==> src/rtl/iir_mac_scheduler.sv <==
// Round-robin scheduler that runs y[n] = a*y[n-1] + b*x[n] for N_CH channels
// through one shared 2-cycle signed multiplier and one accumulator.
module iir_mac_scheduler #(
  parameter int               N_CH   = 4,
  parameter int               CH_W   = 2,
  parameter int               Y_W    = 24,
  parameter logic signed [7:0] COEF_A = 8'sd3,
  parameter logic signed [7:0] COEF_B = -8'sd4
) (
  input  logic                clk,
  input  logic                rst,
  input  logic [N_CH-1:0]     in_valid,
  input  logic [N_CH*8-1:0]   in_data,
  output logic [N_CH-1:0]     in_ready,
  input  logic                flush,
  output logic                out_valid,
  input  logic                out_ready,
  output logic [Y_W-1:0]      out_data,
  output logic [CH_W-1:0]     out_ch,
  output logic                out_sat,
  output logic                busy
);

  typedef enum logic [2:0] {
    IDLE   = 3'd0,
    ISS_BX = 3'd1,
    ISS_AY = 3'd2,
    ACC_BX = 3'd3,
    ACC_AY = 3'd4,
    OUT    = 3'd5
  } state_t;

  localparam logic signed [Y_W+8:0] SAT_MAX = {{10{1'b0}}, {(Y_W-1){1'b1}}};
  localparam logic signed [Y_W+8:0] SAT_MIN = {{10{1'b1}}, {(Y_W-1){1'b0}}};

  state_t                   state_r;
  state_t                   state_next_s;
  logic [CH_W-1:0]          rr_r;
  logic [CH_W-1:0]          grant_s;
  logic [CH_W-1:0]          scan_idx_s;
  logic                     grant_valid_s;
  logic                     accept_s;
  logic [7:0]               sel_data_s;
  logic signed [7:0]        x_r;
  logic [CH_W-1:0]          ch_r;
  logic signed [Y_W-1:0]    yp_r;
  logic signed [7:0]        op_a_r;
  logic signed [Y_W-1:0]    op_b_r;
  logic signed [Y_W+7:0]    mul_a_ext_s;
  logic signed [Y_W+7:0]    mul_b_ext_s;
  logic signed [Y_W+7:0]    prod_r;
  logic signed [Y_W+8:0]    acc_r;
  logic signed [Y_W+8:0]    sum_s;
  logic [Y_W:0]             sat_s;
  logic signed [Y_W-1:0]    y_state_r [N_CH];
  logic                     flush_pending_r;
  logic                     out_valid_r;
  logic [Y_W-1:0]           out_data_r;
  logic [CH_W-1:0]          out_ch_r;
  logic                     out_sat_r;

  // Clip to the Y_W signed range; MSB of the result flags a clip.
  function automatic logic [Y_W:0] saturate(input logic signed [Y_W+8:0] v);
    logic [Y_W:0] r;
    if (v > SAT_MAX) begin
      r = {1'b1, SAT_MAX[Y_W-1:0]};
    end else if (v < SAT_MIN) begin
      r = {1'b1, SAT_MIN[Y_W-1:0]};
    end else begin
      r = {1'b0, v[Y_W-1:0]};
    end
    return r;
  endfunction

  // Round-robin search starting at rr, wrapping modulo N_CH.
  always_comb begin
    grant_s       = '0;
    grant_valid_s = 1'b0;
    scan_idx_s    = '0;
    for (int k = 0; k < N_CH; k++) begin
      if (int'(rr_r) + k < N_CH) begin
        scan_idx_s = CH_W'(int'(rr_r) + k);
      end else begin
        scan_idx_s = CH_W'(int'(rr_r) + k - N_CH);
      end
      if (!grant_valid_s && in_valid[scan_idx_s]) begin
        grant_valid_s = 1'b1;
        grant_s       = scan_idx_s;
      end else begin
        grant_valid_s = grant_valid_s;
      end
    end
  end

  // A flush seen in IDLE takes that cycle, so nothing is granted alongside it.
  assign accept_s   = (state_r == IDLE) && !flush_pending_r && !flush && grant_valid_s;
  assign sel_data_s = in_data[8*int'(grant_s) +: 8];

  always_comb begin
    in_ready = '0;
    if (accept_s) begin
      in_ready[grant_s] = 1'b1;
    end else begin
      in_ready = '0;
    end
  end

  assign mul_a_ext_s = {{Y_W{op_a_r[7]}}, op_a_r};
  assign mul_b_ext_s = {{8{op_b_r[Y_W-1]}}, op_b_r};
  assign sum_s       = acc_r + {prod_r[Y_W+7], prod_r};
  assign sat_s       = saturate(sum_s);

  always_ff @(posedge clk) begin
    if (rst) begin
      state_r <= IDLE;
    end else begin
      state_r <= state_next_s;
    end
  end

  always_comb begin
    state_next_s = state_r;
    case (state_r)
      IDLE: begin
        if (accept_s) state_next_s = ISS_BX;
        else          state_next_s = IDLE;
      end
      ISS_BX: state_next_s = ISS_AY;
      ISS_AY: state_next_s = ACC_BX;
      ACC_BX: state_next_s = ACC_AY;
      ACC_AY: state_next_s = OUT;
      OUT: begin
        if (out_ready) state_next_s = IDLE;
        else           state_next_s = OUT;
      end
      default: state_next_s = IDLE;
    endcase
  end

  // Datapath: operand/product pipeline, accumulator, channel state and result registers.
  always_ff @(posedge clk) begin
    if (rst) begin
      rr_r            <= '0;
      x_r             <= '0;
      ch_r            <= '0;
      yp_r            <= '0;
      op_a_r          <= '0;
      op_b_r          <= '0;
      prod_r          <= '0;
      acc_r           <= '0;
      flush_pending_r <= 1'b0;
      out_valid_r     <= 1'b0;
      out_data_r      <= '0;
      out_ch_r        <= '0;
      out_sat_r       <= 1'b0;
      for (int i = 0; i < N_CH; i++) y_state_r[i] <= '0;
    end else begin
      prod_r <= mul_a_ext_s * mul_b_ext_s;
      if (flush && state_r != IDLE) flush_pending_r <= 1'b1;
      case (state_r)
        IDLE: begin
          if (flush) begin
            for (int i = 0; i < N_CH; i++) y_state_r[i] <= '0;
          end else if (accept_s) begin
            x_r  <= sel_data_s;
            ch_r <= grant_s;
            yp_r <= y_state_r[grant_s];
            if (grant_s == CH_W'(N_CH-1)) rr_r <= '0;
            else                          rr_r <= grant_s + CH_W'(1);
          end
        end
        ISS_BX: begin
          op_a_r <= COEF_B;
          op_b_r <= {{(Y_W-8){x_r[7]}}, x_r};
        end
        ISS_AY: begin
          op_a_r <= COEF_A;
          op_b_r <= yp_r;
        end
        ACC_BX: acc_r <= {prod_r[Y_W+7], prod_r};
        ACC_AY: begin
          y_state_r[ch_r] <= sat_s[Y_W-1:0];
          out_data_r      <= sat_s[Y_W-1:0];
          out_sat_r       <= sat_s[Y_W];
          out_ch_r        <= ch_r;
          out_valid_r     <= 1'b1;
        end
        OUT: begin
          // The write-back already happened, so a deferred flush lands after it.
          if (out_ready) begin
            out_valid_r     <= 1'b0;
            flush_pending_r <= 1'b0;
            if (flush_pending_r || flush) begin
              for (int i = 0; i < N_CH; i++) y_state_r[i] <= '0;
            end
          end
        end
        default: out_valid_r <= 1'b0;
      endcase
    end
  end

  assign out_valid = out_valid_r;
  assign out_data  = out_data_r;
  assign out_ch    = out_ch_r;
  assign out_sat   = out_sat_r;
  assign busy      = (state_r != IDLE);

endmodule

==> config.mk <==
export PLATFORM = sky130hd
export DESIGN_NAME = iir_mac_scheduler
export DESIGN_NICKNAME = d
export VERILOG_FILES = /design/src/rtl/iir_mac_scheduler.sv
export SDC_FILE = /design/constraint.sdc
export NUM_CORES = 1
export LEC_CHECK = 0
export ABC_AREA = 1
export BUFFER_PORTS_ARGS = -buffer_cell sky130_fd_sc_hd__buf_2
export CORE_MARGIN = 2
export CORE_UTILIZATION = 45
export DETAILED_ROUTE_END_ITERATION = 12
export MAX_ROUTING_LAYER = met4
export PLACE_DENSITY = 0.69
export SETUP_SLACK_MARGIN = 0.1
export SLEW_MARGIN = 20
export SYNTH_ARGS = -nofsm -noshare
export SYNTH_HDL_FRONTEND = slang
export SYNTH_SLANG_ARGS = --single-unit
==> constraint.sdc <==
create_clock -name clk -period 5.9 [get_ports clk]
set_input_delay 0.59 -clock clk [delete_from_list [all_inputs] [get_ports clk]]
set_output_delay 0.59 -clock clk [all_outputs]
set_load 0.02 [all_outputs]
-- Word level (Yosys, flattened, before mapping)
Memories as Yosys holds them, arrays and structs flattened. A register that Yosys moved wholly into a read port is not among the register bits.
Index checks and enable logic that the tools add are counted.
- register bits: 140
- bits in writable memories: 96
- input port bits: 40
- output and inout bits: 33
- logic and storage cells: 136
- memories kept: 1
- memories (name ; depth ; bits a word ; rd ports ; clocked after Yosys merged registers in ; write ports ; line ; source):
    y_state_r ; 4 ; 24 ; 1 ; 1 ; 4 ; 55 ; logic signed [Y_W-1:0] y_state_r [N_CH];
- $add $sub $neg: 9
- $mul: 1
- $lt $le $gt $ge: 12
- equal/unequal tests: 7
- shifts and indexed selects: 1
- mux-type cells: 61
- bitwise gates (word level): 10
- reductions and logical operators: 21
- operator list (operator ; number):
    24-bit two-way mux ; 9
    25-bit two-way mux ; 2
    24-bit case mux with 2 select lines ; 1
    32-bit by 32-bit adder with 33-bit output ; 1
    33-bit by 24-bit greater-than comparator with 1-bit output (second input constant) ; 1
    33-bit by 24-bit < comparator with 1-bit output (second input constant) ; 1
    8-bit by 24-bit multiplier with 32-bit output ; 1
    32-bit by 6-bit indexed part select with 8-bit output ; 1
    1-bit two-way mux ; 29
    24-bit OR reduction ; 1
    2-bit two-way mux ; 10
    2-bit by 3-bit < comparator with 1-bit output (second input constant) ; 6
    3-bit case mux with 6 select lines ; 1
    8-bit case mux with 2 select lines ; 1
    3-bit < comparator (second input constant) ; 3
    1-bit binary-select mux with 2-bit select ; 4
    1-bit logical AND ; 8
    1-bit OR ; 8
    2-bit by 1-bit subtractor with 2-bit output (second input constant) ; 4
    2-bit by 2-bit adder with 3-bit output (second input constant) ; 2
    3-bit by 2-bit equality test with 1-bit output (second input constant) ; 2
    3-bit equality test (second input constant) ; 2
    1-bit logical NOT ; 5
    4-bit two-way mux ; 1
    other kinds (17) ; 18

-- Longest topological paths before layout
- word-level depth: 19
- mapped depth: 31
- mapped depth without buffers: 30

-- Worst setup path after synthesis
OpenSTA, ideal clock, no wires.
- path kind: reg-to-reg
- from: register op_a_r[6]
- to: register prod_r[29]
- library setup time: 113 ps
- arrival: 5088 ps
- required time: 5787 ps
- slack: 699 ps
- stages on the path, launching flop included: 23
- path buffers: 3
- clock period less this slack: 5201 ps
- cells stage by stage: dfxtp_1 clkbuf_1 clkbuf_1 buf_1 nand2_1 inv_1 fa_1 fa_1 fa_1 inv_1 fa_1 inv_1 ha_1 a21oi_1 o21ai_0 a21oi_1 nand3_1 a21oi_1 o21bai_1 a21boi_0 nand2_1 nand2_1 nor2_1
- longest elaborated chain between the ends: 1
- RTL lines (item ; line ; source):
    from (decl) ; 47 ; logic signed [7:0] op_a_r;
    from (signal assigned) ; 147 ; op_a_r <= '0;
    from (signal assigned) ; 173 ; op_a_r <= COEF_B;
    from (signal assigned) ; 177 ; op_a_r <= COEF_A;
    8-bit by 24-bit multiplier with 32-bit output ; 158 ; prod_r <= mul_a_ext_s * mul_b_ext_s;
    to (signal assigned) ; 158 ;
    to (decl) ; 51 ; logic signed [Y_W+7:0] prod_r;
Every way passes these cells.
A chain may end at the register's enable or synchronous reset.

-- Worst setup path after layout
Same ends and word-level chain as after synthesis.

==> metrics <==
status=completed; Netlist cell types=47; Crit. End Element=register; GRT Overall Usage=0.228; PostCTS Resize Cnt=0; ys flop type=dfxtp_1; final setup fails=0; post-synthesis cell count=2,517; Area after DPL=19,500 um^2; Final ANT Viol Nets=0; first-pass GRT wire length=between 70 and 80 mm; HPWL after detailed placement=approximately 36 mm; Worst VDD drop=just under 0.6 mV; setup ws final=0.551 ns; worst hold path type=input port to register; Chip Height=208 um; final non-filler cell total=~3,100; fin crit period=~5.3 ns; TritonCTS Sinks=between 200 and 300; layout cell share with drive strength beyond 1=0.0782; Core Region=41,000 um^2; crit path DAT=~5.8 ns; EDFF count, synth=96; Worst path max stage delay=0.56 ns; yosys synthesis warning count=0; clock-pin slew on the worst setup and hold paths=0.06 ns; Most common cell on crit path=fa_1; final wirelength=around 48 mm; Die Area=between 40,000 and 50,000 um^2; chip width=around 210 um; Design Area, Final=just over 20,000 um^2; Setup Fix Bufs, Post-CTS=0; GPL Wtd Cong=roughly 0.9; TNS Setup=0 ns; Layout area overhead=8.81%; row count=between 70 and 80; Placed Instances=just over 3,000; area of the multi-input gates=~11,000 um^2; average size of a mapped cell=between 7 and 8 um^2; CTS max path bufs=3; Max Slew Vio Count=0; Worst-Margin Slew=about 1.1 ns; drt via density=just over 5; area taken by flip-flops and latches=6050 um^2; number of global-route vias before repair=14,883; Fill cells=between 3,000 and 4,000; flops & latches, synth=between 200 and 300; H-tree Lvls=1; unrepaired setup endpoints after global routing=false; antenna violations before repair=2; Critical Setup Path Class=register to register; Place WS=approximately 0.63 ns; via count=between 15,000 and 20,000; Power Density=457 nW/um^2; Overflow after GRT=0; initial drt markers=approximately 1,300; largest net degree at the start of global routing=84; Seq/Total Area, Yosys=0.322; startpoint types=register; Required @ worst endpoint=around 6.3 ns; max frequency=~190 MHz; worst path cell trace=buf_4 > nand2_1 > inv_1 > fa_1 > fa_1 > fa_1 > inv_1 > fa_1 > inv_1 > ha_1 > a21oi_1 > o21ai_0 > a21oi_1 > nand3_1 > a21oi_1 > o21bai_1 > a21boi_0 > nand2_1 > nand2_1 > nor2_1; Max FO, Critical Path=19; Remaining DRCs=0; Final Cycle Share=0.907; Root Driver=clkbuf_16; slew margin rel.=0.270; P_leak=between 0.01 and 0.015 uW; Syn Std Cell Area=18,800 um^2; Post-synth ARST share=0; Buffers on Ports=72; CP max-delay cell=fa_1; Initial Utilization=0.457; Top Ports=73; Clock Latency Late Sink=between 0.5 and 0.6 ns; Finished Core Util=0.498; number of max-cap violations=0; Hold Violations, Final=0; Num CTS Buffers=26; WL/cell=roughly 15 um; Worst Skew=approximately 0.012 ns; Final #Nets=about 2,800; Syn Nets=about 2,800; # hold bufs at CTS=0; TritonCTS clock tree=done; drt pass-1 iters=5
-- state kept, by name, indices dropped and copies added, names as in the netlist --
name	flops
y_state_r	96
flush_pending_r	1
out_sat	1
x_r	8
out_valid	1
out_data	24
out_ch	2
op_a_r	2
op_b_r	24
ch_r	2
acc_r	32
yp_r	24
rr_r	2
state_r	3
prod_r	32
-- where the power goes --
part | switching (uW) | internal, uW
Combinational | 3580 | 1490
Clock | 725 | 944
Sequential | 306 | 2280
Total | 4610 | 4720
-- cell families after synthesis --
family / share of synthesized area
adders and majority gates: 0.206
buffers and inverters: 0.118
xor gates and xnor gates: 0.0158
and+or+nand+nor: 0.226
AOI/OAI and AO/OA: 0.112
DFF: 0.322
-- critical path, delay by kind of cell, from the launching register on --
family / cells / cell delay, ns
adder cells (fa/ha/maj): 5 / 2.46
AO/OA/AOI/OAI: 6 / 1.15
buffers and inverters: 4 / 0.67
AND/OR/NAND/NOR: 5 / 0.42
flip-flops: 1 / 0.54
-- cell usage in the layout, fill, tap and decap left out, drive strengths merged, types with 6 or more instances in the layout --
| cell | synthesis | final |
|---|---|---|
| a21oi | 112 | 112 |
| a31oi | 24 | 24 |
| buf | 28 | 91 |
| clkbuf | 57 | 34 |
| clkinv | 0 | 6 |
| dfxtp | 158 | 158 |
| edfxtp | 96 | 96 |
| fa | 127 | 127 |
| ha | 106 | 106 |
| inv | 484 | 488 |
| nand2 | 575 | 575 |
| nand3 | 54 | 54 |
| nor2 | 391 | 391 |
| nor3 | 12 | 12 |
| o211ai | 42 | 42 |
| o21ai | 166 | 166 |
| o21bai | 11 | 11 |
| o31ai | 6 | 6 |
| xnor2 | 9 | 9 |
| xor2 | 24 | 24 |
-- synthesized netlist by cell type, types with 2 or more instances --
cell	n	area (um^2)
o21ai_1	7	35.0
or2_2	5	31.3
nand2_1	534	2000
fa_1	127	2540
and3_1	2	12.5
inv_2	3	11.3
nand2_2	41	257
buf_1	4	15.0
o31ai_1	6	45.0
nand3b_1	5	37.5
a21oi_1	112	561
nor3_1	10	50.1
buf_4	4	30.0
xnor2_1	8	70.1
nor4_1	2	12.5
buf_6	6	67.6
o21ai_0	157	786
a31oi_1	24	150
o21a_1	3	22.5
nor2_2	4	25.0
a211oi_1	3	22.5
nor2_1	387	1450
dfxtp_1	158	3160
a21o_1	2	15.0
nand4_1	4	25.0
clkbuf_1	57	214
o211ai_1	42	315
nand3_1	53	265
xor2_1	24	210
buf_2	14	70.1
inv_1	481	1810
ha_1	106	1330
o21bai_1	11	82.6
edfxtp_1	96	2880
nor3_2	2	20.0
a21boi_0	2	15.0
-- per-layer routing --
metal,GRT usage,vias to the layer above,share of wire
li1,-,7859,-
met1,0.316,7269,0.46
met2,0.345,485,0.44
met3,0.0350,67,0.070
met4,0.0665,0,0.029
met5,-,-,0
-- final cells by class --
| class | count | area share |
|---|---|---|
| sequential | 254 | 0.296 |
| tap | 532 | 0.0326 |
| clock buffer | 34 | 0.0364 |
| timing repair buffer | 91 | 0.0246 |
| clock inverter | 13 | 0.00625 |
| antenna | 2 | 0.000245 |
| multi-input combinational | 1694 | 0.515 |
| inverter | 484 | 0.0890 |
-- path summary, 6_finish.rpt --
path	startpoint	end	slack, ns	cells past startpoint
max reg2reg	op_a_r[6]$_SDFFE_PP0P_	prod_r[29]$_SDFF_PP0_	0.55	20
max	op_a_r[6]$_SDFFE_PP0P_	prod_r[29]$_SDFF_PP0_	0.55	20
min reg2reg	yp_r[22]$_SDFFE_PP0P_	op_b_r[22]$_SDFFE_PP0P_	0.49	2
min	out_ready	flush_pending_r$_SDFF_PP0_	0.26	2
-- stage by stage --
stage	total power (uW)	hold slack [ns]
2_1_floorplan	6320	0.454
3_3_place_gp	7560	0.471
3_5_place_dp	7630	0.484
4_1_cts	9350	0.243
5_1_grt	10100	0.273
6_report	9330	0.257
Power figures use the tool's default switching activity.
